===== config.mk =====
export PLATFORM = sky130hd
export DESIGN_NAME = inst_prefetch_unit
export DESIGN_NICKNAME = d
export VERILOG_FILES = /design/src/rtl/fetch_pkg.sv /design/src/rtl/inst_fifo.sv /design/src/rtl/inst_prefetch_unit.sv
export SDC_FILE = /design/constraint.sdc
export NUM_CORES = 1
export LEC_CHECK = 0
export ABC_CLOCK_PERIOD_IN_PS = 5600
export CAP_MARGIN = 0
export CELL_PAD_IN_SITES_DETAIL_PLACEMENT = 1
export CELL_PAD_IN_SITES_GLOBAL_PLACEMENT = 1
export CORE_UTILIZATION = 45
export DETAILED_ROUTE_END_ITERATION = 12
export PLACE_DENSITY_LB_ADDON = 0.25
export RECOVER_POWER = 100
export REMOVE_ABC_BUFFERS = 1
export SLEW_MARGIN = 20
export SYNTH_ARGS = -nofsm -noshare
export SYNTH_HDL_FRONTEND = slang
export SYNTH_SLANG_ARGS = --single-unit

===== constraint.sdc =====
create_clock -name clk -period 5.6 [get_ports clk]
set_input_delay 1.12 -clock clk [delete_from_list [all_inputs] [get_ports clk]]
set_output_delay 1.12 -clock clk [all_outputs]
set_load 0.02 [all_outputs]

===== src/rtl/fetch_pkg.sv =====
// Shared types and constants for the instruction prefetch front end.
// fetch_entry_t is the default-width FIFO entry layout; the top re-declares it at its own widths.
package fetch_pkg;

    typedef enum logic [1:0] {
        FETCH,
        WAIT,
        DISCARD,
        HALTED
    } fetch_state_t;

    localparam int unsigned PC_INC     = 2;
    localparam int unsigned DEF_ADDR_W = 16;
    localparam int unsigned DEF_INST_W = 16;

    typedef struct packed {
        logic [DEF_ADDR_W-1:0] pc;
        logic [DEF_INST_W-1:0] inst;
    } fetch_entry_t;

endpackage


===== src/rtl/inst_fifo.sv =====
// Synchronous DEPTH-entry FIFO with flush; head is read straight from storage.
module inst_fifo #(
    parameter int unsigned DEPTH = 4,
    parameter int unsigned WIDTH = 32,
    localparam int unsigned PTR_W = $clog2(DEPTH),
    localparam int unsigned CNT_W = PTR_W + 1
) (
    input  logic             clk,
    input  logic             rst_n,
    input  logic             flush,
    input  logic             push,
    input  logic [WIDTH-1:0] push_data,
    input  logic             pop,
    output logic [CNT_W-1:0] count,
    output logic [WIDTH-1:0] head
);

    logic [WIDTH-1:0] mem [DEPTH];
    logic [PTR_W-1:0] wr_ptr;
    logic [PTR_W-1:0] rd_ptr;
    logic             do_push;
    logic             do_pop;

    assign do_pop  = pop && (count != '0);
    assign do_push = push && ((count != CNT_W'(DEPTH)) || do_pop);
    assign head    = mem[rd_ptr];

    always_ff @(posedge clk) begin
        if (do_push && rst_n && !flush) begin
            mem[wr_ptr] <= push_data;
        end
    end

    // Flush takes priority over any same-cycle push or pop.
    always_ff @(posedge clk) begin
        if (!rst_n || flush) begin
            wr_ptr <= '0;
            rd_ptr <= '0;
            count  <= '0;
        end else begin
            if (do_push) begin
                wr_ptr <= wr_ptr + PTR_W'(1);
            end
            if (do_pop) begin
                rd_ptr <= rd_ptr + PTR_W'(1);
            end
            case ({do_push, do_pop})
                2'b10:   count <= count + CNT_W'(1);
                2'b01:   count <= count - CNT_W'(1);
                default: count <= count;
            endcase
        end
    end

endmodule


===== src/rtl/inst_prefetch_unit.sv =====
// Instruction prefetch unit: single-outstanding fetch FSM feeding a DEPTH-entry FIFO to decode.
// Optional macro PREFETCH_BYPASS_EN: zero-latency response-to-decode when the FIFO is empty.
module inst_prefetch_unit
    import fetch_pkg::*;
#(
    parameter int unsigned       ADDR_W   = 16,
    parameter int unsigned       INST_W   = 16,
    parameter int unsigned       DEPTH    = 4,
    parameter logic [ADDR_W-1:0] RESET_PC = '0
) (
    input  logic              clk,
    input  logic              rst_n,
    input  logic              redirect,
    input  logic [ADDR_W-1:0] redirect_pc,
    input  logic              halt,
    output logic              mem_req_valid,
    output logic [ADDR_W-1:0] mem_req_addr,
    input  logic              mem_req_ready,
    input  logic              mem_rsp_valid,
    input  logic [INST_W-1:0] mem_rsp_data,
    output logic              inst_valid,
    output logic [INST_W-1:0] inst_data,
    output logic [ADDR_W-1:0] inst_pc,
    input  logic              inst_ready,
    output logic [ADDR_W-1:0] fetch_pc,
    output logic              halted
);

    localparam int unsigned CNT_W = $clog2(DEPTH) + 1;

    typedef struct packed {
        logic [ADDR_W-1:0] pc;
        logic [INST_W-1:0] inst;
    } entry_t;

    fetch_state_t      state;
    fetch_state_t      state_nx;
    logic [ADDR_W-1:0] pc_nx;
    logic [CNT_W-1:0]  count;
    entry_t            rsp_entry;
    entry_t            head_entry;
    logic              full;
    logic              accept;
    logic              rsp_push;
    logic              fifo_push;
    logic              fifo_pop;

    // The free slot check reserves space for the single outstanding response.
    assign full          = (count == CNT_W'(DEPTH));
    assign mem_req_valid = rst_n && (state == FETCH) && !halt && !full;
    assign mem_req_addr  = fetch_pc;
    assign accept        = mem_req_valid && mem_req_ready;
    assign halted        = (state == HALTED);
    assign rsp_entry     = '{pc: fetch_pc - ADDR_W'(PC_INC), inst: mem_rsp_data};

    always_ff @(posedge clk) begin
        if (!rst_n) begin
            state    <= FETCH;
            fetch_pc <= RESET_PC;
        end else begin
            state    <= state_nx;
            fetch_pc <= pc_nx;
        end
    end

    always_comb begin
        state_nx = state;
        pc_nx    = fetch_pc;
        rsp_push = 1'b0;
        case (state)
            FETCH: begin
                if (accept) begin
                    pc_nx    = fetch_pc + ADDR_W'(PC_INC);
                    state_nx = WAIT;
                end else if (halt) begin
                    state_nx = HALTED;
                end
            end
            WAIT: begin
                if (mem_rsp_valid) begin
                    rsp_push = 1'b1;
                    state_nx = halt ? HALTED : FETCH;
                end
            end
            DISCARD: begin
                if (mem_rsp_valid) begin
                    state_nx = halt ? HALTED : FETCH;
                end
            end
            HALTED: begin
                state_nx = HALTED;
            end
        endcase
        // Redirect overrides: any request still in flight after this edge must be discarded.
        if (redirect) begin
            rsp_push = 1'b0;
            pc_nx    = {redirect_pc[ADDR_W-1:1], 1'b0};
            case (state)
                FETCH:         state_nx = accept ? DISCARD : FETCH;
                WAIT, DISCARD: state_nx = mem_rsp_valid ? FETCH : DISCARD;
                default:       state_nx = FETCH;
            endcase
        end
    end

`ifdef PREFETCH_BYPASS_EN
    logic bypass;

    assign bypass     = rsp_push && (count == '0);
    assign inst_valid = (count != '0) || bypass;
    assign inst_pc    = bypass ? rsp_entry.pc   : head_entry.pc;
    assign inst_data  = bypass ? rsp_entry.inst : head_entry.inst;
    assign fifo_push  = rsp_push && !(bypass && inst_ready);
`else
    assign inst_valid = (count != '0);
    assign inst_pc    = head_entry.pc;
    assign inst_data  = head_entry.inst;
    assign fifo_push  = rsp_push;
`endif

    assign fifo_pop = (count != '0) && inst_ready;

    inst_fifo #(
        .DEPTH (DEPTH),
        .WIDTH (ADDR_W + INST_W)
    ) u_fifo (
        .clk       (clk),
        .rst_n     (rst_n),
        .flush     (redirect),
        .push      (fifo_push),
        .push_data (rsp_entry),
        .pop       (fifo_pop),
        .count     (count),
        .head      (head_entry)
    );

endmodule


# After elaboration in Yosys (flattened, before gate mapping)

Memory sizes are Yosys's and may differ from the RTL's. A register that Yosys moved wholly into a read port is not among the register bits.
Cells that the tools add are included.

Register bits: 25
Memory bits (writable): 128
Input bits: 39
Output and inout bits: 67
Word-level logic and storage cells: 68
Memories kept: 1

Memory list:

| name       | depth | width | rd ports | clocked after Yosys merged registers in | wr ports | RTL line        | text |
|---|---|---|---|---|---|---|---|
| u_fifo.mem | 4     | 32    | 1        | 1                                       | 1        | inst_fifo.sv:18 | `logic [WIDTH-1:0] mem [DEPTH];` |

$add $sub $neg: 6
Eq/ne operators: 9
Mux-type cells: 20
Bitwise operators: 1
Reduce and logical (&&, ||, !) cells: 25

Operator list:

| kind                                                  | number |
|---|---|
| two-way mux 16 bit                                    | 3 |
| two-way mux 2 bit                                     | 9 |
| adder 16 x 2 -> 16 bit, second input constant         | 1 |
| subtractor 16 x 2 -> 16 bit, second input constant    | 1 |
| logical AND 1 bit                                     | 9 |
| == test 2 bit, second input constant                  | 3 |
| one-hot mux 2 bit (3 select lines)                    | 1 |
| one-hot mux 3 bit (2 select lines)                    | 1 |
| AND reduction 2 bit                                   | 3 |
| nonzero test 2 bit                                    | 3 |
| two-way mux 1 bit                                     | 5 |
| adder 2 x 1 -> 2 bit, second input constant           | 2 |
| == test 2 x 1 -> 1 bit, second input constant         | 2 |
| logical NOT 1 bit                                     | 4 |
| inequality test 4 bit, second input constant          | 1 |
| one-hot mux 2 bit (2 select lines)                    | 1 |
| OR reduction 2 bit                                    | 2 |
| adder 3 x 1 -> 3 bit, second input constant           | 1 |
| == test 3 bit, second input constant                  | 1 |
| inequality test 3 x 1 -> 1 bit, second input constant | 1 |
| inequality test 3 bit, second input constant          | 1 |
| nonzero test 3 bit                                    | 1 |
| subtractor 3 x 1 -> 3 bit, second input constant      | 1 |
| logical NOT 2 bit                                     | 1 |
| 2 further kinds                                       | 3 |

# Depth between registers and ports, before layout

Depth in word-level cells: 9
Mapped depth: 9
Mapped depth without buffers: 9

# Modules after synthesis

A second synthesis with hierarchy kept.

Cell total of the unflattened synthesis: 417
Area total of the unflattened synthesis: 6612.6 sq um

Modules (own cells, without submodules):

| module             | times used | cells an instance | area each (sq um) | sequential area each (sq um) |
|---|---|---|---|---|
| inst_fifo          | 1          | 225               | 5119.9            | 4023.9 |
| inst_prefetch_unit | 1          | 192               | 1492.7            | 340.3 |

# Least setup slack after synthesis

No wires, ideal clock.

Path type: input to register
Start point: input port redirect
End point: memory u_fifo.mem[1][0], enable pin
Data arrival time: 2.583 ns
Path slack: 2.626 ns
Stages on the path: 4
Buffers on the path: 1
Path through: buf_2 > nand3b_4 > nor2_1 > and3_1

Longest elaborated chain between the ends: 6

RTL lines:

| what                                        | RTL line                 | text |
|---|---|---|
| start, declared                             | inst_prefetch_unit.sv:13 | `input logic redirect,` |
| two-way mux 1 bit                           | inst_prefetch_unit.sv:95 | `if (redirect) begin` |
| logical AND 1 bit                           | inst_fifo.sv:25          | `assign do_push = push && ((count != CNT_W'(DEPTH)) \|\| do_pop);` |
| logical AND 1 bit                           | inst_fifo.sv:29          | `if (do_push && rst_n && !flush) begin` |
| logical AND 1 bit (*)                       | inst_fifo.sv:29          |  |
| two-way mux 1 bit (*)                       | inst_fifo.sv:29          |  |
| two-way mux 1 bit (implied by the code) (*) | inst_fifo.sv:30          | `mem[wr_ptr] <= push_data;` |
| end, declared                               | inst_fifo.sv:18          |  |

Every way passes the cells marked *; elsewhere a longest branch is shown, timed or not.

# Final worst setup path

Start point: input port rst_n
End point: output port mem_req_valid

Longest elaborated chain between the ends: 3

RTL lines:

| what                           | RTL line                 | text |
|---|---|---|
| start, declared                | inst_prefetch_unit.sv:12 | `input logic rst_n,` |
| logical AND 1 bit (3 in a row) | inst_prefetch_unit.sv:50 | `assign mem_req_valid = rst_n && (state == FETCH) && !halt && !full;` |
| end, declared                  | inst_prefetch_unit.sv:16 | `output logic mem_req_valid,` |

No other way between the ends.

==> results.sh <==
export IMPL_cts_inserted_buffers=17
export IMPL_syn_instance_count=404
export IMPL_seq_area_um2=4240
export IMPL_area_of_the_multi_input_gates_um2=1880
export IMPL_switchingPower_uw=534
export IMPL_setup_tns_final_ns=0
export IMPL_timing_final_max_slew_violations=128
export IMPL_post_route_cell_area_um2=7940
export IMPL_gr_usage_met1_pct=24.0
export IMPL_diodes=0
export IMPL_drt_pass1_iterations=4
export IMPL_seq_power_share_pct=51.2
export IMPL_clock_path_buffers=2
export IMPL_ys_async_sr_fraction_pct=0
export IMPL_outcome="finished with violations"
export IMPL_gr_usage_met2_pct=30.6
export IMPL_start_util_pct=46.1
export IMPL_fraction_of_power_spent_switching_nets_pct=21.8
export IMPL_die_width_um=122
export IMPL_finalClockSkew_ns=0.00584
export IMPL_yosys_register_bits=150
export IMPL_worst_setup_path_start_kind="primary input"
export IMPL_setup_viol=0
export IMPL_port_buffers=101
export IMPL_n_fill_cell=1331
export IMPL_ys_seq_area_share_pct=66.0
export IMPL_final_antenna_net_count=0
export IMPL_floorplan_core_area_um2=13900
export IMPL_grt_start_max_net_pins=32
export IMPL_synth_most_common_cell="sky130_fd_sc_hd__edfxtp_1"
export IMPL_p_per_area_nw_per_um2=308
export IMPL_timing_critical_path_required_ns=4.48
export IMPL_syn_to_final_growth_pct=23.5
export IMPL_yosys_top_cells_area="sky130_fd_sc_hd__edfxtp_1, sky130_fd_sc_hd__mux4_2, sky130_fd_sc_hd__dfxtp_1"
export IMPL_drv_cap=4
export IMPL_clk_transition_reported_paths_ns=0.06
export IMPL_routed_via_density=5.40
export IMPL_max_freq_ghz=0.226
export IMPL_hold_viol_final=0
export IMPL_die_area_um2=14800
export IMPL_pwr_share_clk_pct=41.5
export IMPL_detailedRoute_firstIterationViolations=193
export IMPL_first_pass_grt_wire_length_mm=20.1
export IMPL_final_min_clock_period_ns=4.42
export IMPL_cts_root_buf="sky130_fd_sc_hd__clkbuf_16"
export IMPL_timing_hold_worst_class="reg -> reg"
export IMPL_die_height_um=122
export IMPL_cts_sinks=150
export IMPL_synth_top_cells_by_count="sky130_fd_sc_hd__edfxtp_1, sky130_fd_sc_hd__mux4_2, sky130_fd_sc_hd__dfxtp_1"
export IMPL_clock_insertion_delay_worst_skew_ns=0.41
export IMPL_synth_cell_types=49
export IMPL_yosysTopAreaCell="sky130_fd_sc_hd__edfxtp_1"
export IMPL_std_cell_rows=43
export IMPL_top_usage_layer_grt="met2"
export IMPL_synth_warning_count=0
export IMPL_syn_avg_cell_area_um2=15.9
export IMPL_final_period_utilization_pct=79.0
export IMPL_leakagePower_uw=0.00275
export IMPL_relSlewSlack_pct=-11.3
export IMPL_internal_power_uw=1910
export IMPL_drc_errors=0
export IMPL_post_synth_top_area_fraction_pct=57.9
export IMPL_maximum_fanout_along_the_worst_path=25
export IMPL_hold_depth=2
export IMPL_ctsResizeCount=0
export IMPL_htree_num_levels=4
export IMPL_ff2ff_path_depth=5
export IMPL_rsz0062_at_grt="no"
export IMPL_post_cts_setup_buffers=0
export IMPL_first_global_vias=3849
export IMPL_detailroute_via_count=3697
export IMPL_worst_slew_pin_transition_ns=1.67
export IMPL_io_pins=106
export IMPL_drt_total_wl_mm=12.7
export IMPL_grt_usage_pct=18.5
export IMPL_power_frac_comb_pct=7.3
export IMPL_layout_drive_gt1_share_pct=12.3
export IMPL_fin_nets=542
export IMPL_synth_edff_count=124
export IMPL_failed_checks="capacitance limit, slew limit"
export IMPL_post_drt_wl_per_cell_um=18.6
export IMPL_worst_endpoint_arrival_ns=3.30
export IMPL_post_cts_hold_buffer_count=0
export IMPL_worstSetupEndpointType="primary output"
export IMPL_grt_util_met3_pct=2.95
export IMPL_tritoncts_clock_tree="built"
export IMPL_detailed_place_area_um2=7470
export IMPL_gr_total_overflow=0
export IMPL_initial_antenna_violation_count=0
export IMPL_dp_hpwl_mm=8.25
export IMPL_synthFlopType="sky130_fd_sc_hd__edfxtp_1"
export IMPL_peakVddDrop_uv=215
export IMPL_critical_path_class="in -> out"
export IMPL_synthesis_area_um2=6430
export IMPL_gp_congestion=0.764
## metal layers
| layer | wire length, um | up-vias |
|---|---|---|
| li1 | - | 1697 |
| met1 | 5550 | 1873 |
| met2 | 6510 | 109 |
| met3 | 463 | 18 |
| met4 | 223 | 0 |
| met5 | 0 | - |
## metrics by stage
step	hold WS, ns	total power, uW	cells	setup WS, ns	util (%)
CTS	0.524	2480	685	1.69	57.4
detailed placement	0.516	1470	653	1.87	53.6
global placement	0.503	1460	653	1.86	53.6
global route	0.549	2530	685	1.00	57.0
finish	0.513	2450	685	1.18	57.0
floorplan	0.485	1370	369	2.35	-
## power by group through the flow
| stage | clock [uW] | sequential, uW | combinational, uW |
|---|---|---|---|
| floorplan | 0 | 1290 | 79.9 |
| global placement | 0 | 1280 | 184 |
| detailed placement | 0 | 1280 | 192 |
| CTS | 1040 | 1250 | 194 |
| global route | 1080 | 1260 | 194 |
| finish | 1020 | 1250 | 178 |
## worst max-delay path: stages
cell and delay [ns]:
sky130_fd_sc_hd__dlygate4sd3_1 0.52, sky130_fd_sc_hd__clkbuf_1 0.72, sky130_fd_sc_hd__nand2_1 0.13, sky130_fd_sc_hd__nor2_1 0.12, sky130_fd_sc_hd__dlygate4sd3_1 0.68
## worst paths after layout
check	from	end	slack, ns
hold / removal	u_fifo.wr_ptr[1]$_SDFFE_PP0P_	u_fifo.wr_ptr[1]$_SDFFE_PP0P_	0.51
setup / recovery	rst_n	mem_req_valid	1.18
setup reg to reg	state[1]$_SDFFE_PN0P_	u_fifo.mem[0][13]$_DFFE_PP_	2.55
hold reg to reg	u_fifo.wr_ptr[1]$_SDFFE_PP0P_	u_fifo.wr_ptr[1]$_SDFFE_PP0P_	0.51
## layout by cell type, fill, tap and decap left out, types with 2 or more instances in the layout
cell type	synthesis	final
sky130_fd_sc_hd__edfxtp_1	124	124
sky130_fd_sc_hd__dlygate4sd3_1	0	80
sky130_fd_sc_hd__mux4_2	31	31
sky130_fd_sc_hd__dfxtp_1	26	26
sky130_fd_sc_hd__clkdlybuf4s50_1	0	21
sky130_fd_sc_hd__xor2_1	20	20
sky130_fd_sc_hd__nand2_1	18	18
sky130_fd_sc_hd__nor2_1	17	17
sky130_fd_sc_hd__o21ai_0	17	17
sky130_fd_sc_hd__clkbuf_16	0	17
sky130_fd_sc_hd__a21oi_1	15	15
sky130_fd_sc_hd__and3_1	12	12
sky130_fd_sc_hd__xnor2_1	11	11
sky130_fd_sc_hd__inv_1	10	10
sky130_fd_sc_hd__ha_1	10	10
sky130_fd_sc_hd__nand3_1	9	9
sky130_fd_sc_hd__nor3_1	4	7
sky130_fd_sc_hd__clkbuf_1	9	6
sky130_fd_sc_hd__clkinv_2	0	5
sky130_fd_sc_hd__nand2b_1	3	4
sky130_fd_sc_hd__or3_1	3	3
sky130_fd_sc_hd__a211oi_1	3	3
sky130_fd_sc_hd__conb_1	1	3
sky130_fd_sc_hd__nand3b_1	1	2
sky130_fd_sc_hd__nor4_1	2	2
sky130_fd_sc_hd__and4_1	1	2
sky130_fd_sc_hd__o21a_1	2	2
sky130_fd_sc_hd__mux2i_1	2	2
sky130_fd_sc_hd__o211a_1	2	2
sky130_fd_sc_hd__nand4_1	2	2
sky130_fd_sc_hd__clkinvlp_4	0	2
sky130_fd_sc_hd__buf_4	18	2
## cell families (layout without fill, tap and decap cells)
| kind of cell | after synthesis | after routing | synth area share, % |
|---|---|---|---|
| compound gates | 43 | 43 | 3.93 |
| xor+xnor | 31 | 31 | 4.22 |
| fa+ha+maj | 11 | 11 | 2.26 |
| buf+inv | 47 | 146 | 4.18 |
| flops | 150 | 150 | 66.0 |
| mux | 33 | 33 | 11.2 |
| other cells | 1 | 3 | 0.0583 |
| simple gates | 88 | 88 | 8.17 |
## area by class of cell
type,count,share of cell area (%)
Clock inverter,10,1.04
Clock buffer,22,5.59
Tap cell,180,2.84
Timing Repair Buffer,104,13.0
Multi-Input combinational cell,209,23.6
Inverter,10,0.473
Sequential cell,150,53.5
## registers in the layout (all words and copies together), names as in the netlist, named ones only
signal / flops
fetch_pc: 15
state: 2
u_fifo.count: 3
u_fifo.mem: 124
u_fifo.rd_ptr: 2
u_fifo.wr_ptr: 2
Note: power is estimated with default switching activity, not from simulation.
